File: config.mk
export PLATFORM = sky130hd
export DESIGN_NAME = mc_control
export DESIGN_NICKNAME = d
export VERILOG_FILES = /design/src/rtl/mc_control.sv
export SDC_FILE = /design/constraint.sdc
export NUM_CORES = 1
export LEC_CHECK = 0
export ABC_AREA = 1
export CORE_ASPECT_RATIO = 1.1
export CORE_MARGIN = 2
export CORE_UTILIZATION = 32
export CTS_CLUSTER_DIAMETER = 120
export DETAILED_ROUTE_END_ITERATION = 8
export GPL_TIMING_DRIVEN = 0
export PLACE_DENSITY = 0.87
export SYNTH_ARGS = -nofsm -noshare
export SYNTH_HDL_FRONTEND = slang
export SYNTH_SLANG_ARGS = --single-unit
File: constraint.sdc
create_clock -name clk -period 1.4 [get_ports clk]
set_input_delay 0.21 -clock clk [delete_from_list [all_inputs] [get_ports clk]]
set_output_delay 0.21 -clock clk [all_outputs]
set_load 0.005 [all_outputs]
File: src/rtl/mc_control.sv
// mc_control: multicycle LEGv8 control sequencer (FETCH/DECODE/EXEC/MEM/WB) with memory-ready stalls.
// Optional retired-instruction counter enabled by defining MC_PERF_CNT_EN.
module mc_control (
  input  logic        clk,
  input  logic        reset,
  input  logic [10:0] op,
  input  logic        zero,
  input  logic        mem_ready,
  output logic        PCWrite,
  output logic        PCSrc,
  output logic        IRWrite,
  output logic        reg2loc,
  output logic        ALUSrc,
  output logic        MemtoReg,
  output logic        RegWrite,
  output logic        MemRead,
  output logic        MemWrite,
  output logic        Branch,
  output logic [1:0]  ALUOp,
  output logic [2:0]  state,
  output logic        illegal,
  output logic        retired,
  output logic [31:0] instr_count
);
  localparam logic [2:0] FETCH = 3'd0, DECODE = 3'd1, EXEC = 3'd2, MEM = 3'd3, WB = 3'd4;
  localparam logic [2:0] C_R = 3'd0, C_CBZ = 3'd1, C_LD = 3'd2, C_ST = 3'd3, C_ILL = 3'd4;
  logic [2:0] state_q, next_state, cls_q, dec_cls, cls;
  always_comb
    dec_cls = (op == 11'b10001011000 || op == 11'b11001011000 ||
               op == 11'b10001010000 || op == 11'b10101010000) ? C_R :
              (op[10:3] == 8'b10110100) ? C_CBZ :
              (op == 11'b11111000010) ? C_LD :
              (op == 11'b11111000000) ? C_ST : C_ILL;
  // DECODE sees the live opcode; later states use the class latched at the DECODE edge
  assign cls = (state_q == DECODE) ? dec_cls : cls_q;
  assign state = state_q;
  always_comb begin
    next_state = FETCH;
    case (state_q)
      FETCH:   next_state = mem_ready ? DECODE : FETCH;
      DECODE:  next_state = (cls == C_ILL) ? FETCH : EXEC;
      EXEC:    next_state = (cls == C_CBZ) ? FETCH : (cls == C_R) ? WB : MEM;
      MEM:     next_state = !mem_ready ? MEM : (cls == C_LD) ? WB : FETCH;
      default: next_state = FETCH;
    endcase
  end
  always_ff @(posedge clk or negedge reset)
    if (!reset) begin
      state_q <= FETCH;
      cls_q   <= C_R;
    end else begin
      state_q <= next_state;
      if (state_q == DECODE) cls_q <= dec_cls;
    end
  // every control is held low while reset is asserted, even the FETCH read strobe
  always_comb begin
    PCWrite  = 1'b0;
    PCSrc    = 1'b0;
    IRWrite  = 1'b0;
    reg2loc  = 1'b0;
    ALUSrc   = 1'b0;
    MemtoReg = 1'b0;
    RegWrite = 1'b0;
    MemRead  = 1'b0;
    MemWrite = 1'b0;
    Branch   = 1'b0;
    ALUOp    = 2'b00;
    illegal  = 1'b0;
    retired  = 1'b0;
    if (reset)
      case (state_q)
        FETCH: begin
          MemRead = 1'b1;
          IRWrite = mem_ready;
          PCWrite = mem_ready;
        end
        DECODE: begin
          reg2loc = (cls == C_CBZ) || (cls == C_ST);
          illegal = (cls == C_ILL);
        end
        EXEC: begin
          reg2loc = (cls == C_CBZ) || (cls == C_ST);
          ALUSrc  = (cls == C_LD) || (cls == C_ST);
          ALUOp   = (cls == C_R) ? 2'b10 : (cls == C_CBZ) ? 2'b01 : 2'b00;
          Branch  = (cls == C_CBZ);
          PCSrc   = (cls == C_CBZ);
          PCWrite = (cls == C_CBZ) && zero;
          retired = (cls == C_CBZ);
        end
        MEM: begin
          ALUSrc   = 1'b1;
          MemRead  = (cls == C_LD);
          MemWrite = (cls == C_ST);
          reg2loc  = (cls == C_ST);
          retired  = (cls == C_ST) && mem_ready;
        end
        WB: begin
          RegWrite = 1'b1;
          MemtoReg = (cls == C_LD);
          retired  = 1'b1;
        end
        default: ;
      endcase
  end
`ifdef MC_PERF_CNT_EN
  logic [31:0] cnt;
  always_ff @(posedge clk or negedge reset)
    if (!reset) cnt <= '0;
    else if (retired) cnt <= cnt + 32'd1;
  assign instr_count = cnt;
`else
  assign instr_count = '0;
`endif
endmodule

==> flow_summary.html, run 1 <==
<table>
<tr><th>Metric</th><th>Value</th></tr>
<tr><th colspan="2">Run status</th></tr>
<tr><td>Result of the run</td><td>complete, but fails checks</td></tr>
<tr><td>Violations in the final reports</td><td>setup timing</td></tr>
<tr><th colspan="2">Floorplanning</th></tr>
<tr><td>Starting Density</td><td>34.2%</td></tr>
<tr><td>Vertical extent of the die</td><td>61.4 um</td></tr>
<tr><td>Number of cell rows</td><td>20</td></tr>
<tr><td>Count of pins on the block boundary</td><td>64</td></tr>
<tr><td>Die Outline Area</td><td>3450 sq um</td></tr>
<tr><td>Core Region</td><td>2800 sq um</td></tr>
<tr><td>Die width</td><td>56.1 um</td></tr>
<tr><th colspan="2">Finish</th></tr>
<tr><td>Growth of design area from synthesis to finish</td><td>87.3%</td></tr>
<tr><td>Final Net Count</td><td>250</td></tr>
<tr><td>Total inserted antenna cells</td><td>0</td></tr>
<tr><td>Fraction of layout instances using a drive strength above 1</td><td>57.7%</td></tr>
<tr><th colspan="2">Critical path</th></tr>
<tr><td>Worst-path fanout max</td><td>5</td></tr>
<tr><td>Required time of the critical path</td><td>1190 ps</td></tr>
<tr><td>Worst reg-to-reg path cell count</td><td>11</td></tr>
<tr><td>Worst reg-to-reg setup slack</td><td>-340 ps</td></tr>
<tr><td>Arrival time of data at the critical path endpoint</td><td>1720 ps</td></tr>
<tr><td>Type of destination of the critical path</td><td>primary output</td></tr>
<tr><td>Endpoint of the lowest-slack register-to-register path</td><td>state[1]$_DFF_PN0_</td></tr>
<tr><td>R2R Path Start</td><td>state[1]$_DFF_PN0_</td></tr>
<tr><td>Startpoint kind of the worst setup timing path</td><td>flop</td></tr>
<tr><td>CP Class</td><td>flop to primary output</td></tr>
<tr><th colspan="2">Clock tree</th></tr>
<tr><td>Max clock buf depth</td><td>2</td></tr>
<tr><td>Clock network latency to the later pin of the worst-skew pair</td><td>250 ps</td></tr>
<tr><td>CTS root buf</td><td>sky130_fd_sc_hd__clkbuf_4</td></tr>
<tr><td>H-tree depth</td><td>1</td></tr>
<tr><td>Clock-pin slew reported for the worst setup and hold paths after clock tree synthesis</td><td>50 ps</td></tr>
<tr><td>Clock buffer count from CTS</td><td>3</td></tr>
<tr><td>Number of clock sinks seen by CTS</td><td>6</td></tr>
<tr><td>CTS tree</td><td>built</td></tr>
<tr><th colspan="2">Drt</th></tr>
<tr><td>Post-Route WL</td><td>3.06 mm</td></tr>
<tr><td>Post-detailed-route count of antenna-violating nets</td><td>0</td></tr>
<tr><td>Number of DRC violations after detailed-routing iteration 0</td><td>46</td></tr>
<tr><td>Detailed-route vias per instance</td><td>4.27</td></tr>
<tr><td>Mean routed wirelength per cell</td><td>11.4 um</td></tr>
<tr><td>DRT Pass-1 Iters</td><td>4</td></tr>
<tr><td>Vias post-DR</td><td>1,139</td></tr>
<tr><td>DR DRC count</td><td>0</td></tr>
<tr><th colspan="2">Synth</th></tr>
<tr><td>Number of instances in the synthesized netlist</td><td>143</td></tr>
<tr><td>Total number of yosys warnings</td><td>0</td></tr>
<tr><td>Total standard cell area after synthesis</td><td>957 sq um</td></tr>
<tr><td>Distinct cell type count of the synthesized netlist</td><td>27</td></tr>
<tr><td>Yosys reg bits</td><td>6</td></tr>
<tr><td>Syn avg cell area</td><td>6.69 sq um</td></tr>
<tr><td>Portion of the post-synthesis area used by sequential elements</td><td>15.7%</td></tr>
<tr><th colspan="2">Timing</th></tr>
<tr><td>Clock period minus final worst setup slack</td><td>1930 ps</td></tr>
<tr><td>Count of pins over their slew limit</td><td>0</td></tr>
<tr><td>Post-layout worst setup margin</td><td>-534 ps</td></tr>
<tr><td>Final period utilization</td><td>138%</td></tr>
<tr><td>Maximum clock rate</td><td>517 MHz</td></tr>
<tr><td>Accumulated negative setup slack</td><td>-6310 ps</td></tr>
<tr><td>Unrepaired setup endpoints after global routing</td><td>true</td></tr>
<tr><td>Final Hold Fails</td><td>0</td></tr>
<tr><td>Total setup violations reported at the end of the flow</td><td>18</td></tr>
<tr><td>Skew final</td><td>4.80 ps</td></tr>
<tr><th colspan="2">Pwr</th></tr>
<tr><td>Static Leakage</td><td>0.988 nW</td></tr>
<tr><td>Ratio of total power to cell area</td><td>1180 nW/um^2</td></tr>
<tr><td>Worst VDD drop</td><td>918 uV</td></tr>
<tr><th colspan="2">GRT</th></tr>
<tr><td>Remaining Overflow, GRT</td><td>0</td></tr>
<tr><td>Number of global-route vias before repair</td><td>1,014</td></tr>
<tr><td>Maximum number of pins on one net before global-route repair</td><td>11</td></tr>
<tr><td>First-pass GRT wire length</td><td>4.14 mm</td></tr>
<tr><td>Number of antenna violations at the first check in global routing</td><td>0</td></tr>
<tr><td>Overall Global Routing Usage</td><td>15.0%</td></tr>
<tr><th colspan="2">Hold path</th></tr>
<tr><td>Min-Delay Path Class</td><td>input port to async pin</td></tr>
<tr><th colspan="2">Placed design</th></tr>
<tr><td>Post-DP HPWL</td><td>1.72 mm</td></tr>
<tr><td>DP Worst Slack</td><td>-1040 ps</td></tr>
<tr><td>Final weighted congestion in routability-driven placement</td><td>0.865</td></tr>
<tr><td>Count of input and output buffers</td><td>31</td></tr>
<tr><th colspan="2">Flow run</th></tr>
<tr><td>Max capacitance violation total</td><td>0</td></tr>
</table>
[cell families after synthesis]
| kind of cell | Yosys count | synth area share [%] |
|---|---|---|
| simple gates | 71 | 42.1 |
| buf+inv | 55 | 34.5 |
| compound gates | 10 | 7.32 |
| flops | 6 | 15.7 |
| other cells | 1 | 0.392 |
[cell type report]
| class | instances | area (sq um) |
|---|---|---|
| clock buffers | 4 | 26.3 |
| fillers | 230 | 1010 |
| inverters | 21 | 93.8 |
| multi-input cells | 113 | 761 |
| flip-flops and latches | 6 | 153 |
| well taps | 33 | 41.3 |
| plain buffers | 34 | 259 |
| repair buffers | 56 | 459 |
[worst max-delay path, stage by stage (launching register included)]
cell and delay (ps):
sky130_fd_sc_hd__dfrtp_2 410, sky130_fd_sc_hd__inv_2 90, sky130_fd_sc_hd__nand3_4 120, sky130_fd_sc_hd__inv_6 120, sky130_fd_sc_hd__nor2_4 50, sky130_fd_sc_hd__nor2_4 130
sky130_fd_sc_hd__buf_6 130, sky130_fd_sc_hd__o211ai_1 120, sky130_fd_sc_hd__a21oi_1 170, sky130_fd_sc_hd__buf_2 140
[synth_stat cells, drive strengths merged]
cell	instances	area share [%]
clkinv	1	0.39
o21bai	1	2.0
nand3	11	7.3
nor3	3	2.6
dfrtp	6	16
o211ai	1	0.78
conb	1	0.39
nor2	24	12
clkbuf	1	0.39
o21ai	3	2.0
a21oi	5	2.6
inv	20	7.8
nand4	7	6.8
buf	33	26
nor4	1	1.3
nand3b	1	0.78
nand2	24	12
[cell usage in the layout (no fill, tap or decap), types with 4 or more instances in the layout]
| cell | count |
|---|---|
| sky130_fd_sc_hd__inv_1 | 11 |
| sky130_fd_sc_hd__clkdlybuf4s15_1 | 4 |
| sky130_fd_sc_hd__nor2_2 | 7 |
| sky130_fd_sc_hd__buf_6 | 9 |
| sky130_fd_sc_hd__nor2_4 | 6 |
| sky130_fd_sc_hd__dfrtp_1 | 4 |
| sky130_fd_sc_hd__conb_1 | 32 |
| sky130_fd_sc_hd__nand4_1 | 5 |
| sky130_fd_sc_hd__nand2_2 | 7 |
| sky130_fd_sc_hd__buf_2 | 10 |
| sky130_fd_sc_hd__nand2_1 | 13 |
| sky130_fd_sc_hd__buf_4 | 48 |
| sky130_fd_sc_hd__clkbuf_4 | 4 |
| sky130_fd_sc_hd__nand3_4 | 4 |
| sky130_fd_sc_hd__nand3_1 | 5 |
| sky130_fd_sc_hd__nor2_1 | 11 |
| sky130_fd_sc_hd__dlygate4sd2_1 | 5 |
| sky130_fd_sc_hd__clkbuf_2 | 6 |
| sky130_fd_sc_hd__inv_4 | 4 |
| sky130_fd_sc_hd__inv_2 | 5 |
[power breakdown]
part	internal [mW]	switching, mW	total [mW]
clock network	0.108	0.0647	0.173
logic	0.828	0.844	1.67
registers	0.227	0.0516	0.279
[sequential cells by signal, summed over array words and instances (netlist names)]
name	flops
cls_q	3
state	3
[per-layer routing]
metal  vias up  GRT usage (%)  part of all wire, %
met2        50           29.7                   57
met4         0           6.46                  1.3
met1       509           15.3                   35
met3         6           3.78                  6.1
met5         -              0                    0
li1        574              -                    -
[repair_timing]
| item | CTS | global route |
|---|---|---|
| hold endpoints to repair | 6 | 0 |
| setup endpoints to repair | 19 | 18 |
| hold buffers | 1 | 0 |
| pin swaps | 34 | 22 |
| resized for setup | 101 | 28 |
| buffers inserted | 17 | 7 |
[how the worst max path moves through the flow]
stage | start | endpoint | slack, ps | cells past startpoint
floorplan | state[1]$_DFF_PN0_ | PCSrc | -40 | 8
global placement | op[8] | retired | -1000 | 12
detailed placement | op[8] | PCSrc | -1040 | 11
CTS | state[2]$_DFF_PN0_ | MemtoReg | -500 | 8
global route | state[1]$_DFF_PN0_ | reg2loc | -650 | 9
finish | state[1]$_DFF_PN0_ | reg2loc | -530 | 9
[per-stage QoR]
stage          power (mW)  hold WS, ps  std cells  area [sq um]  utilization (%)
2_1_floorplan       0.900        -85.6        174          1110                -
3_3_place_gp         1.17          489        238          1470             52.3
3_5_place_dp         1.18          491        238          1470             52.3
4_1_cts              1.74          498        260          1710             60.8
5_1_grt              2.27          521        267          1790             64.0
6_report             2.12          501        267          1790             64.0
No activity file was read; power rests on OpenSTA's default activity.
==> inputs of run 2 (changes only) <==
--- a/config.mk
+++ b/config.mk
@@ -7,7 +7,7 @@
 export LEC_CHECK = 0
 export ABC_AREA = 1
 export CORE_ASPECT_RATIO = 1.1
-export CORE_MARGIN = 2
+export CORE_MARGIN = 5
 export CORE_UTILIZATION = 32
 export CTS_CLUSTER_DIAMETER = 120
 export DETAILED_ROUTE_END_ITERATION = 8
==> run 2 against run 1 <==
Compared with the run above:
- critical path type unchanged
- the run still ends with setup timing left
- critical endpoint is now MemtoReg
- setup slack got worse by 21 ps
- clock skew about the same
- non-clock buffer count increased by 4
- highest routed layer unchanged
- hold slack improved by 7.3 ps
- power decreased by 11%
- maximum frequency fell by 1.1%
==> flow_summary.html, run 2 (synthesis results as in run 1) <==
<table>
<tr><th>Metric</th><th>Value</th></tr>
<tr><th colspan="2">Placed design</th></tr>
<tr><td>Count of input and output buffers</td><td>31 (unchanged)</td></tr>
<tr><td>Post-DP HPWL</td><td>2.00 mm (was 1.72 mm)</td></tr>
<tr><td>Final weighted congestion in routability-driven placement</td><td>0.913 (was 0.865)</td></tr>
<tr><td>Placement-stage cell area</td><td>1470 sq um (unchanged)</td></tr>
<tr><td>Post-Place Cells</td><td>238 (unchanged)</td></tr>
<tr><th colspan="2">Timing</th></tr>
<tr><td>Maximum clock rate</td><td>512 MHz (was 517 MHz)</td></tr>
<tr><td>Unrepaired setup endpoints after global routing</td><td>true (unchanged)</td></tr>
<tr><td>Clock period minus final worst setup slack</td><td>1950 ps (was 1930 ps)</td></tr>
<tr><td>Post-layout worst setup margin</td><td>-555 ps (was -534 ps)</td></tr>
<tr><td>Final Hold Fails</td><td>0 (unchanged)</td></tr>
<tr><td>Skew final</td><td>4.54 ps (was 4.80 ps)</td></tr>
<tr><td>Count of pins over their slew limit</td><td>0 (unchanged)</td></tr>
<tr><td>Accumulated negative setup slack</td><td>-6100 ps (was -6310 ps)</td></tr>
<tr><td>Final period utilization</td><td>140% (was 138%)</td></tr>
<tr><td>Total setup violations reported at the end of the flow</td><td>17 (was 18)</td></tr>
<tr><th colspan="2">Floorplanning</th></tr>
<tr><td>Die Outline Area</td><td>4190 sq um (was 3450 sq um)</td></tr>
<tr><td>Count of pins on the block boundary</td><td>64 (unchanged)</td></tr>
<tr><td>Vertical extent of the die</td><td>67.4 um (was 61.4 um)</td></tr>
<tr><td>Die width</td><td>62.1 um (was 56.1 um)</td></tr>
<tr><td>Starting Density</td><td>33.8% (was 34.2%)</td></tr>
<tr><td>Number of cell rows</td><td>20 (unchanged)</td></tr>
<tr><td>Core Region</td><td>2830 sq um (was 2800 sq um)</td></tr>
<tr><th colspan="2">Drt</th></tr>
<tr><td>Post-Route WL</td><td>3.21 mm (was 3.06 mm)</td></tr>
<tr><td>Mean routed wirelength per cell</td><td>11.9 um (was 11.4 um)</td></tr>
<tr><td>Detailed-route vias per instance</td><td>4.30 (was 4.27)</td></tr>
<tr><td>Vias post-DR</td><td>1,166 (was 1,139)</td></tr>
<tr><td>DR WL met2</td><td>1.77 mm (was 1.75 mm)</td></tr>
<tr><td>DRT Pass-1 Iters</td><td>4 (unchanged)</td></tr>
<tr><td>DR DRC count</td><td>0 (unchanged)</td></tr>
<tr><td>Met3 wire len</td><td>257 um (was 187 um)</td></tr>
<tr><td>Number of DRC violations after detailed-routing iteration 0</td><td>50 (was 46)</td></tr>
<tr><td>Post-detailed-route count of antenna-violating nets</td><td>0 (unchanged)</td></tr>
<tr><td>Routed metal-1 wire length</td><td>1.12 mm (was 1.08 mm)</td></tr>
<tr><td>Highest metal layer with signal wires</td><td>met4 (unchanged)</td></tr>
<tr><th colspan="2">Run status</th></tr>
<tr><td>Violations in the final reports</td><td>setup timing (unchanged)</td></tr>
<tr><td>Result of the run</td><td>complete, but fails checks (unchanged)</td></tr>
<tr><th colspan="2">Pwr</th></tr>
<tr><td>Static Leakage</td><td>0.972 nW (was 0.988 nW)</td></tr>
<tr><td>Ratio of total power to cell area</td><td>1070 nW/um^2 (was 1180 nW/um^2)</td></tr>
<tr><td>Worst VDD drop</td><td>1230 uV (was 918 uV)</td></tr>
<tr><th colspan="2">Critical path</th></tr>
<tr><td>Critical-path cell list</td><td>inv_2 -&gt; nand3_4 -&gt; clkinv_4 -&gt; buf_4 -&gt; nor2_2 -&gt; o21bai_4 -&gt; nand2_2 -&gt; nor4_2 -&gt; buf_2 (was inv_2 -&gt; nand3_4 -&gt; inv_6 -&gt; nor2_4 -&gt; nor2_4 -&gt; buf_6 -&gt; o211ai_1 -&gt; a21oi_1 -&gt; buf_2)</td></tr>
<tr><td>Required time of the critical path</td><td>1190 ps (about the same)</td></tr>
<tr><td>Buf/Inv on CP</td><td>4 (unchanged)</td></tr>
<tr><td>Slowest CP cell</td><td>sky130_fd_sc_hd__dfrtp_1 (was sky130_fd_sc_hd__dfrtp_2)</td></tr>
<tr><td>Arrival time of data at the critical path endpoint</td><td>1740 ps (was 1720 ps)</td></tr>
<tr><td>CP peak stage delay</td><td>370 ps (was 410 ps)</td></tr>
<tr><td>Family with the most delay on the worst path</td><td>simple AND/OR/NAND/NOR gates (was buffers and inverters)</td></tr>
<tr><td>CP Class</td><td>flop to primary output (unchanged)</td></tr>
<tr><td>Type of destination of the critical path</td><td>primary output (unchanged)</td></tr>
<tr><td>Startpoint kind of the worst setup timing path</td><td>flop (unchanged)</td></tr>
<tr><td>Worst-path fanout max</td><td>4 (was 5)</td></tr>
<tr><th colspan="2">GRT</th></tr>
<tr><td>Number of antenna violations at the first check in global routing</td><td>0 (unchanged)</td></tr>
<tr><td>Maximum number of pins on one net before global-route repair</td><td>11 (unchanged)</td></tr>
<tr><td>Overall Global Routing Usage</td><td>14.0% (was 15.0%)</td></tr>
<tr><td>Number of global-route vias before repair</td><td>1,134 (was 1,014)</td></tr>
<tr><td>First-pass GRT wire length</td><td>4.92 mm (was 4.14 mm)</td></tr>
<tr><td>Remaining Overflow, GRT</td><td>0 (unchanged)</td></tr>
<tr><th colspan="2">Finish</th></tr>
<tr><td>Commonest non-fill, non-tap cells in the layout</td><td>sky130_fd_sc_hd__buf_4 (53), sky130_fd_sc_hd__conb_1 (32), sky130_fd_sc_hd__buf_2 (18) (was sky130_fd_sc_hd__buf_4 (48), sky130_fd_sc_hd__conb_1 (32), sky130_fd_sc_hd__nand2_1 (13))</td></tr>
<tr><td>Final Net Count</td><td>254 (was 250)</td></tr>
<tr><td>Total inserted antenna cells</td><td>0 (unchanged)</td></tr>
<tr><td>Fraction of layout instances using a drive strength above 1</td><td>59.2% (was 57.7%)</td></tr>
<tr><td>Non-filler cells in the finished layout</td><td>271 (was 267)</td></tr>
<tr><td>End-of-flow core utilization</td><td>62.6% (was 64.0%)</td></tr>
<tr><td>Most common library cell in the layout ignoring fill and taps</td><td>sky130_fd_sc_hd__buf_4 (unchanged)</td></tr>
<tr><td>Growth of design area from synthesis to finish</td><td>85.0% (was 87.3%)</td></tr>
<tr><td>Final design instance area without fill</td><td>1770 sq um (was 1790 sq um)</td></tr>
<tr><th colspan="2">Clock tree</th></tr>
<tr><td>Clock-pin slew reported for the worst setup and hold paths after clock tree synthesis</td><td>50 ps (about the same)</td></tr>
<tr><td>H-tree depth</td><td>1 (unchanged)</td></tr>
<tr><td>CTS root buf</td><td>sky130_fd_sc_hd__clkbuf_4 (unchanged)</td></tr>
<tr><td>Clock buffer count from CTS</td><td>3 (unchanged)</td></tr>
<tr><td>Max clock buf depth</td><td>2 (unchanged)</td></tr>
<tr><td>Clock network latency to the later pin of the worst-skew pair</td><td>240 ps (was 250 ps)</td></tr>
<tr><td>CTS tree</td><td>built (unchanged)</td></tr>
<tr><td>Number of clock sinks seen by CTS</td><td>6 (unchanged)</td></tr>
<tr><th colspan="2">Flow run</th></tr>
<tr><td>Max capacitance violation total</td><td>0 (unchanged)</td></tr>
<tr><th colspan="2">Hold path</th></tr>
<tr><td>Min-Delay Path Class</td><td>input port to async pin (unchanged)</td></tr>
</table>
run 2: changes by cell type in the layout (fill, tap and decap cells not counted), sizes merged:
| cell | previous run | this run |
|---|---|---|
| dlymetal6s2s | 1 | 0 |
| clkdlybuf4s15 | 6 | 5 |
| clkdlybuf4s50 | 2 | 3 |
| clkbuf | 11 | 7 |
| clkinv | 0 | 2 |
| inv | 21 | 19 |
| buf | 68 | 80 |
| dlygate4sd2 | 5 | 2 |
run 2: what timing repair did:
item	in CTS	in global routing
setup endpoints to repair	19	18
gates resized for setup	126	15
setup buffers	18	10
pin swaps	34	16
hold buffers	1	0
hold endpoints to repair	6	0
run 2: metrics by stage:
stage | hold slack (ps) | power, mW | worst slack [ps]
2_1_floorplan | -85.6 | 0.900 | -39.9
3_3_place_gp | 488 | 1.17 | -1020
3_5_place_dp | 491 | 1.19 | -1060
4_1_cts | 506 | 1.67 | -503
5_1_grt | 525 | 2.01 | -653
6_report | 508 | 1.89 | -555
run 2: per-layer routing:
layer  GRT usage (%)  vias up
met5               0        -
met4            4.07        0
met3            4.66        8
met2            26.7       58
met1            14.7      516
li1                -      584
run 2: report_power, final:
part           total [mW]  internal [mW]  switching (mW)
clock               0.165          0.108          0.0573
sequential          0.264          0.227          0.0373
combinational        1.46          0.689           0.769
run 2: layout make-up:
| type | instances | area [sq um] |
|---|---|---|
| clock buffers | 4 | 26.3 |
| well taps | 33 | 41.3 |
| repair buffers | 60 | 457 |
| inverters | 21 | 88.8 |
| multi-input cells | 113 | 748 |
| fillers | 238 | 1060 |
| flip-flops and latches | 6 | 153 |
| plain buffers | 34 | 256 |
run 2: path summary, 6_finish.rpt:
kind                                    start                  to  slack [ps]  cells past startpoint
min                                     reset  state[0]$_DFF_PN0_         510                      2
min in group clk                       op[10]  cls_q[0]$_DFF_PN0_         550                      7
max                        state[2]$_DFF_PN0_            MemtoReg        -550                      9
max reg2reg                state[2]$_DFF_PN0_  state[1]$_DFF_PN0_        -320                     11
min reg2reg                cls_q[0]$_DFF_PN0_  cls_q[0]$_DFF_PN0_         560                      2
max in group asynchronous               reset  state[1]$_DFF_PN0_         660                      2
==> inputs of run 3 (changes only) <==
--- a/config.mk
+++ b/config.mk
@@ -9,10 +9,12 @@
 export CORE_ASPECT_RATIO = 1.1
 export CORE_MARGIN = 5
 export CORE_UTILIZATION = 32
-export CTS_CLUSTER_DIAMETER = 120
+export CTS_CLUSTER_DIAMETER = 80
 export DETAILED_ROUTE_END_ITERATION = 8
 export GPL_TIMING_DRIVEN = 0
+export MAX_ROUTING_LAYER = met4
 export PLACE_DENSITY = 0.87
 export SYNTH_ARGS = -nofsm -noshare
 export SYNTH_HDL_FRONTEND = slang
 export SYNTH_SLANG_ARGS = --single-unit
+export TNS_END_PERCENT = 1
==> run 3 against run 2 <==
Compared with the run above:
- the flow still finishes with violations (setup timing)
- critical path depth rose by 1
- cell count shrank 1.5%
- sequential cell count is the same
- hold slack better by 0.50 ps
- critical endpoint is now PCWrite
==> flow_summary.html, run 3 (synthesis results as in run 1) <==
<table>
<tr><th>Metric</th><th>Value</th></tr>
<tr><th colspan="2">Run status</th></tr>
<tr><td>Result of the run</td><td>complete, but fails checks (unchanged)</td></tr>
<tr><td>Violations in the final reports</td><td>setup timing (unchanged)</td></tr>
<tr><th colspan="2">Floorplanning</th></tr>
<tr><td>Core Region</td><td>2830 sq um (unchanged)</td></tr>
<tr><td>Starting Density</td><td>33.8% (unchanged)</td></tr>
<tr><td>Die width</td><td>62.1 um (unchanged)</td></tr>
<tr><td>Die Outline Area</td><td>4190 sq um (unchanged)</td></tr>
<tr><td>Count of pins on the block boundary</td><td>64 (unchanged)</td></tr>
<tr><td>Vertical extent of the die</td><td>67.4 um (unchanged)</td></tr>
<tr><td>Number of cell rows</td><td>20 (unchanged)</td></tr>
<tr><th colspan="2">Pwr</th></tr>
<tr><td>Static Leakage</td><td>0.961 nW (was 0.972 nW)</td></tr>
<tr><td>Worst VDD drop</td><td>802 uV (was 1230 uV)</td></tr>
<tr><td>Ratio of total power to cell area</td><td>1060 nW/um^2 (was 1070 nW/um^2)</td></tr>
<tr><th colspan="2">Drt</th></tr>
<tr><td>DRT Pass-1 Iters</td><td>4 (unchanged)</td></tr>
<tr><td>Vias post-DR</td><td>1,129 (was 1,166)</td></tr>
<tr><td>Post-detailed-route count of antenna-violating nets</td><td>0 (unchanged)</td></tr>
<tr><td>Met3 wire len</td><td>216 um (was 257 um)</td></tr>
<tr><td>DR WL met2</td><td>1.77 mm (about the same)</td></tr>
<tr><td>Highest metal layer with signal wires</td><td>met4 (unchanged)</td></tr>
<tr><td>Detailed-route vias per instance</td><td>4.23 (was 4.30)</td></tr>
<tr><td>Mean routed wirelength per cell</td><td>11.9 um (about the same)</td></tr>
<tr><td>DR DRC count</td><td>0 (unchanged)</td></tr>
<tr><td>Number of DRC violations after detailed-routing iteration 0</td><td>110 (was 50)</td></tr>
<tr><td>Post-Route WL</td><td>3.19 mm (was 3.21 mm)</td></tr>
<tr><td>Routed metal-1 wire length</td><td>1.11 mm (was 1.12 mm)</td></tr>
<tr><th colspan="2">Finish</th></tr>
<tr><td>Number of fillers in the final layout</td><td>233 (was 238)</td></tr>
<tr><td>Growth of design area from synthesis to finish</td><td>83.4% (was 85.0%)</td></tr>
<tr><td>Reg area</td><td>153 sq um (unchanged)</td></tr>
<tr><td>End-of-flow core utilization</td><td>62.1% (was 62.6%)</td></tr>
<tr><td>Final design instance area without fill</td><td>1760 sq um (was 1770 sq um)</td></tr>
<tr><td>Non-filler cells in the finished layout</td><td>267 (was 271)</td></tr>
<tr><td>Most common library cell in the layout ignoring fill and taps</td><td>sky130_fd_sc_hd__buf_4 (unchanged)</td></tr>
<tr><td>Area occupied by multi-input gates</td><td>738 sq um (was 748 sq um)</td></tr>
<tr><td>Final Net Count</td><td>250 (was 254)</td></tr>
<tr><td>Commonest non-fill, non-tap cells in the layout</td><td>sky130_fd_sc_hd__buf_4 (49), sky130_fd_sc_hd__conb_1 (32), sky130_fd_sc_hd__inv_1 (12), sky130_fd_sc_hd__nor2_1 (12), sky130_fd_sc_hd__nand2_1 (12) (was sky130_fd_sc_hd__buf_4 (53), sky130_fd_sc_hd__conb_1 (32), sky130_fd_sc_hd__buf_2 (18))</td></tr>
<tr><td>Fraction of layout instances using a drive strength above 1</td><td>56.0% (was 59.2%)</td></tr>
<tr><td>Total inserted antenna cells</td><td>0 (unchanged)</td></tr>
<tr><th colspan="2">Timing</th></tr>
<tr><td>Maximum clock rate</td><td>519 MHz (was 512 MHz)</td></tr>
<tr><td>Clock period minus final worst setup slack</td><td>1930 ps (was 1950 ps)</td></tr>
<tr><td>Total setup violations reported at the end of the flow</td><td>17 (unchanged)</td></tr>
<tr><td>Post-layout worst setup margin</td><td>-526 ps (was -555 ps)</td></tr>
<tr><td>Skew final</td><td>4.29 ps (was 4.54 ps)</td></tr>
<tr><td>Final period utilization</td><td>138% (was 140%)</td></tr>
<tr><td>Count of pins over their slew limit</td><td>0 (unchanged)</td></tr>
<tr><td>Final Hold Fails</td><td>0 (unchanged)</td></tr>
<tr><td>Accumulated negative setup slack</td><td>-6350 ps (was -6100 ps)</td></tr>
<tr><td>Unrepaired setup endpoints after global routing</td><td>true (unchanged)</td></tr>
<tr><th colspan="2">Critical path</th></tr>
<tr><td>Worst-path fanout max</td><td>4 (unchanged)</td></tr>
<tr><td>Slowest CP cell</td><td>sky130_fd_sc_hd__dfrtp_2 (was sky130_fd_sc_hd__dfrtp_1)</td></tr>
<tr><td>R2R Path Start</td><td>state[1]$_DFF_PN0_ (was state[2]$_DFF_PN0_)</td></tr>
<tr><td>Worst path depth</td><td>10 (was 9)</td></tr>
<tr><td>Arrival time of data at the critical path endpoint</td><td>1720 ps (was 1740 ps)</td></tr>
<tr><td>CP peak stage delay</td><td>410 ps (was 370 ps)</td></tr>
<tr><td>Endpoint of the lowest-slack register-to-register path</td><td>state[1]$_DFF_PN0_ (unchanged)</td></tr>
<tr><td>Capturing instance or port of the critical path</td><td>PCWrite (was MemtoReg)</td></tr>
<tr><td>Type of destination of the critical path</td><td>primary output (unchanged)</td></tr>
<tr><td>Worst reg-to-reg path cell count</td><td>11 (unchanged)</td></tr>
<tr><td>CP Class</td><td>flop to primary output (unchanged)</td></tr>
<tr><td>Critical-path cell list</td><td>inv_2 -&gt; nand3_4 -&gt; clkinv_4 -&gt; buf_6 -&gt; nor2_4 -&gt; nor2_4 -&gt; buf_4 -&gt; nand4_1 -&gt; a21oi_1 -&gt; buf_2 (was inv_2 -&gt; nand3_4 -&gt; clkinv_4 -&gt; buf_4 -&gt; nor2_2 -&gt; o21bai_4 -&gt; nand2_2 -&gt; nor4_2 -&gt; buf_2)</td></tr>
<tr><td>Family with the most delay on the worst path</td><td>buffers and inverters (was simple AND/OR/NAND/NOR gates)</td></tr>
<tr><td>Buf/Inv on CP</td><td>5 (was 4)</td></tr>
<tr><td>Startpoint of the most critical setup path</td><td>state[1]$_DFF_PN0_ (was state[2]$_DFF_PN0_)</td></tr>
<tr><td>Startpoint kind of the worst setup timing path</td><td>flop (unchanged)</td></tr>
<tr><td>Worst reg-to-reg setup slack</td><td>-330 ps (was -320 ps)</td></tr>
<tr><td>Required time of the critical path</td><td>1190 ps (about the same)</td></tr>
<tr><td>Most common cell type on the critical path</td><td>sky130_fd_sc_hd__nor2_4</td></tr>
<tr><th colspan="2">Placed design</th></tr>
<tr><td>Final weighted congestion in routability-driven placement</td><td>0.942 (was 0.913)</td></tr>
<tr><td>Placement-stage cell area</td><td>1470 sq um (unchanged)</td></tr>
<tr><td>Count of input and output buffers</td><td>31 (unchanged)</td></tr>
<tr><td>Post-DP HPWL</td><td>2.01 mm (was 2.00 mm)</td></tr>
<tr><td>DP Worst Slack</td><td>-1040 ps (was -1060 ps)</td></tr>
<tr><td>Post-Place Cells</td><td>238 (unchanged)</td></tr>
<tr><th colspan="2">GRT</th></tr>
<tr><td>Maximum number of pins on one net before global-route repair</td><td>11 (unchanged)</td></tr>
<tr><td>First-pass GRT wire length</td><td>4.65 mm (was 4.92 mm)</td></tr>
<tr><td>Number of antenna violations at the first check in global routing</td><td>0 (unchanged)</td></tr>
<tr><td>Remaining Overflow, GRT</td><td>0 (unchanged)</td></tr>
<tr><td>Number of global-route vias before repair</td><td>1,105 (was 1,134)</td></tr>
<tr><td>Overall Global Routing Usage</td><td>13.6% (was 14.0%)</td></tr>
<tr><th colspan="2">Clock tree</th></tr>
<tr><td>Clock network latency to the later pin of the worst-skew pair</td><td>240 ps (about the same)</td></tr>
<tr><td>Clock-pin slew reported for the worst setup and hold paths after clock tree synthesis</td><td>40 ps (was 50 ps)</td></tr>
<tr><td>H-tree depth</td><td>1 (unchanged)</td></tr>
<tr><td>Number of clock sinks seen by CTS</td><td>6 (unchanged)</td></tr>
<tr><td>CTS root buf</td><td>sky130_fd_sc_hd__clkbuf_4 (unchanged)</td></tr>
<tr><td>Clock buffer count from CTS</td><td>3 (unchanged)</td></tr>
<tr><td>Max clock buf depth</td><td>2 (unchanged)</td></tr>
<tr><td>CTS tree</td><td>built (unchanged)</td></tr>
<tr><th colspan="2">Hold path</th></tr>
<tr><td>Min-Delay Path Class</td><td>input port to async pin (unchanged)</td></tr>
<tr><th colspan="2">Flow run</th></tr>
<tr><td>Max capacitance violation total</td><td>0 (unchanged)</td></tr>
</table>
==> run 3: how the worst min path moves through the flow <==
stage	start	to	slack [ps]	depth (start not counted)
after floorplan	reset	cls_q[0]$_DFF_PN0_	-90	0
after global placement	reset	state[2]$_DFF_PN0_	490	1
after detailed placement	reset	state[2]$_DFF_PN0_	490	1
after CTS	reset	state[2]$_DFF_PN0_	510	2
after global routing	reset	state[2]$_DFF_PN0_	550	2
final	reset	state[2]$_DFF_PN0_	510	2
==> run 3: metal layers <==
metal | vias to the layer above | track usage (%)
met3 | 8 | 4.33
met5 | - | -
met2 | 54 | 25.6
met4 | 0 | 5.69
li1 | 569 | -
met1 | 498 | 12.7
==> run 3: worst reg2reg max path, cell delays in order, from the launching register on <==
cell and delay, ps:
sky130_fd_sc_hd__dfrtp_2 410, sky130_fd_sc_hd__inv_2 80, sky130_fd_sc_hd__nand3_4 100, sky130_fd_sc_hd__buf_6 140, sky130_fd_sc_hd__a21oi_4 130, sky130_fd_sc_hd__nand3_4 130
sky130_fd_sc_hd__buf_6 150, sky130_fd_sc_hd__buf_6 110, sky130_fd_sc_hd__nand2_4 70, sky130_fd_sc_hd__nand2_1 70, sky130_fd_sc_hd__o21ai_1 140, sky130_fd_sc_hd__nand3_1 90
==> run 3: power by group <==
group / total, mW / internal [mW] / switching (mW) / leakage [nW]
sequential: 0.271 / 0.227 / 0.0438 / 0.0759
combinational: 1.44 / 0.671 / 0.765 / 0.870
clock: 0.162 / 0.107 / 0.0549 / 0.0150
==> run 3: layout make-up <==
class                   instances  share of cell area (%)
clock buffers                   4                    1.50
inverters                      21                    5.06
flip-flops and latches          6                    8.70
repair buffers                 56                    25.7
plain buffers                  34                    14.6
well taps                      33                    2.35
multi-input cells             113                    42.1
==> run 3: repair_timing <==
item | 4_1_cts | 5_1_grt
buffers inserted | 15 | 9
pin swaps | 29 | 19
hold endpoints to repair | 6 | 0
endpoints found under the setup margin | 19 | 18
gates resized for setup | 91 | 30
hold buffers | 1 | 0
==> run 3: metrics by stage <==
stage | power (mW) | hold WS, ps
after floorplan | 0.900 | -85.6
after global placement | 1.17 | 490
after detailed placement | 1.19 | 493
after CTS | 1.54 | 510
after global routing | 1.99 | 552
final | 1.87 | 509
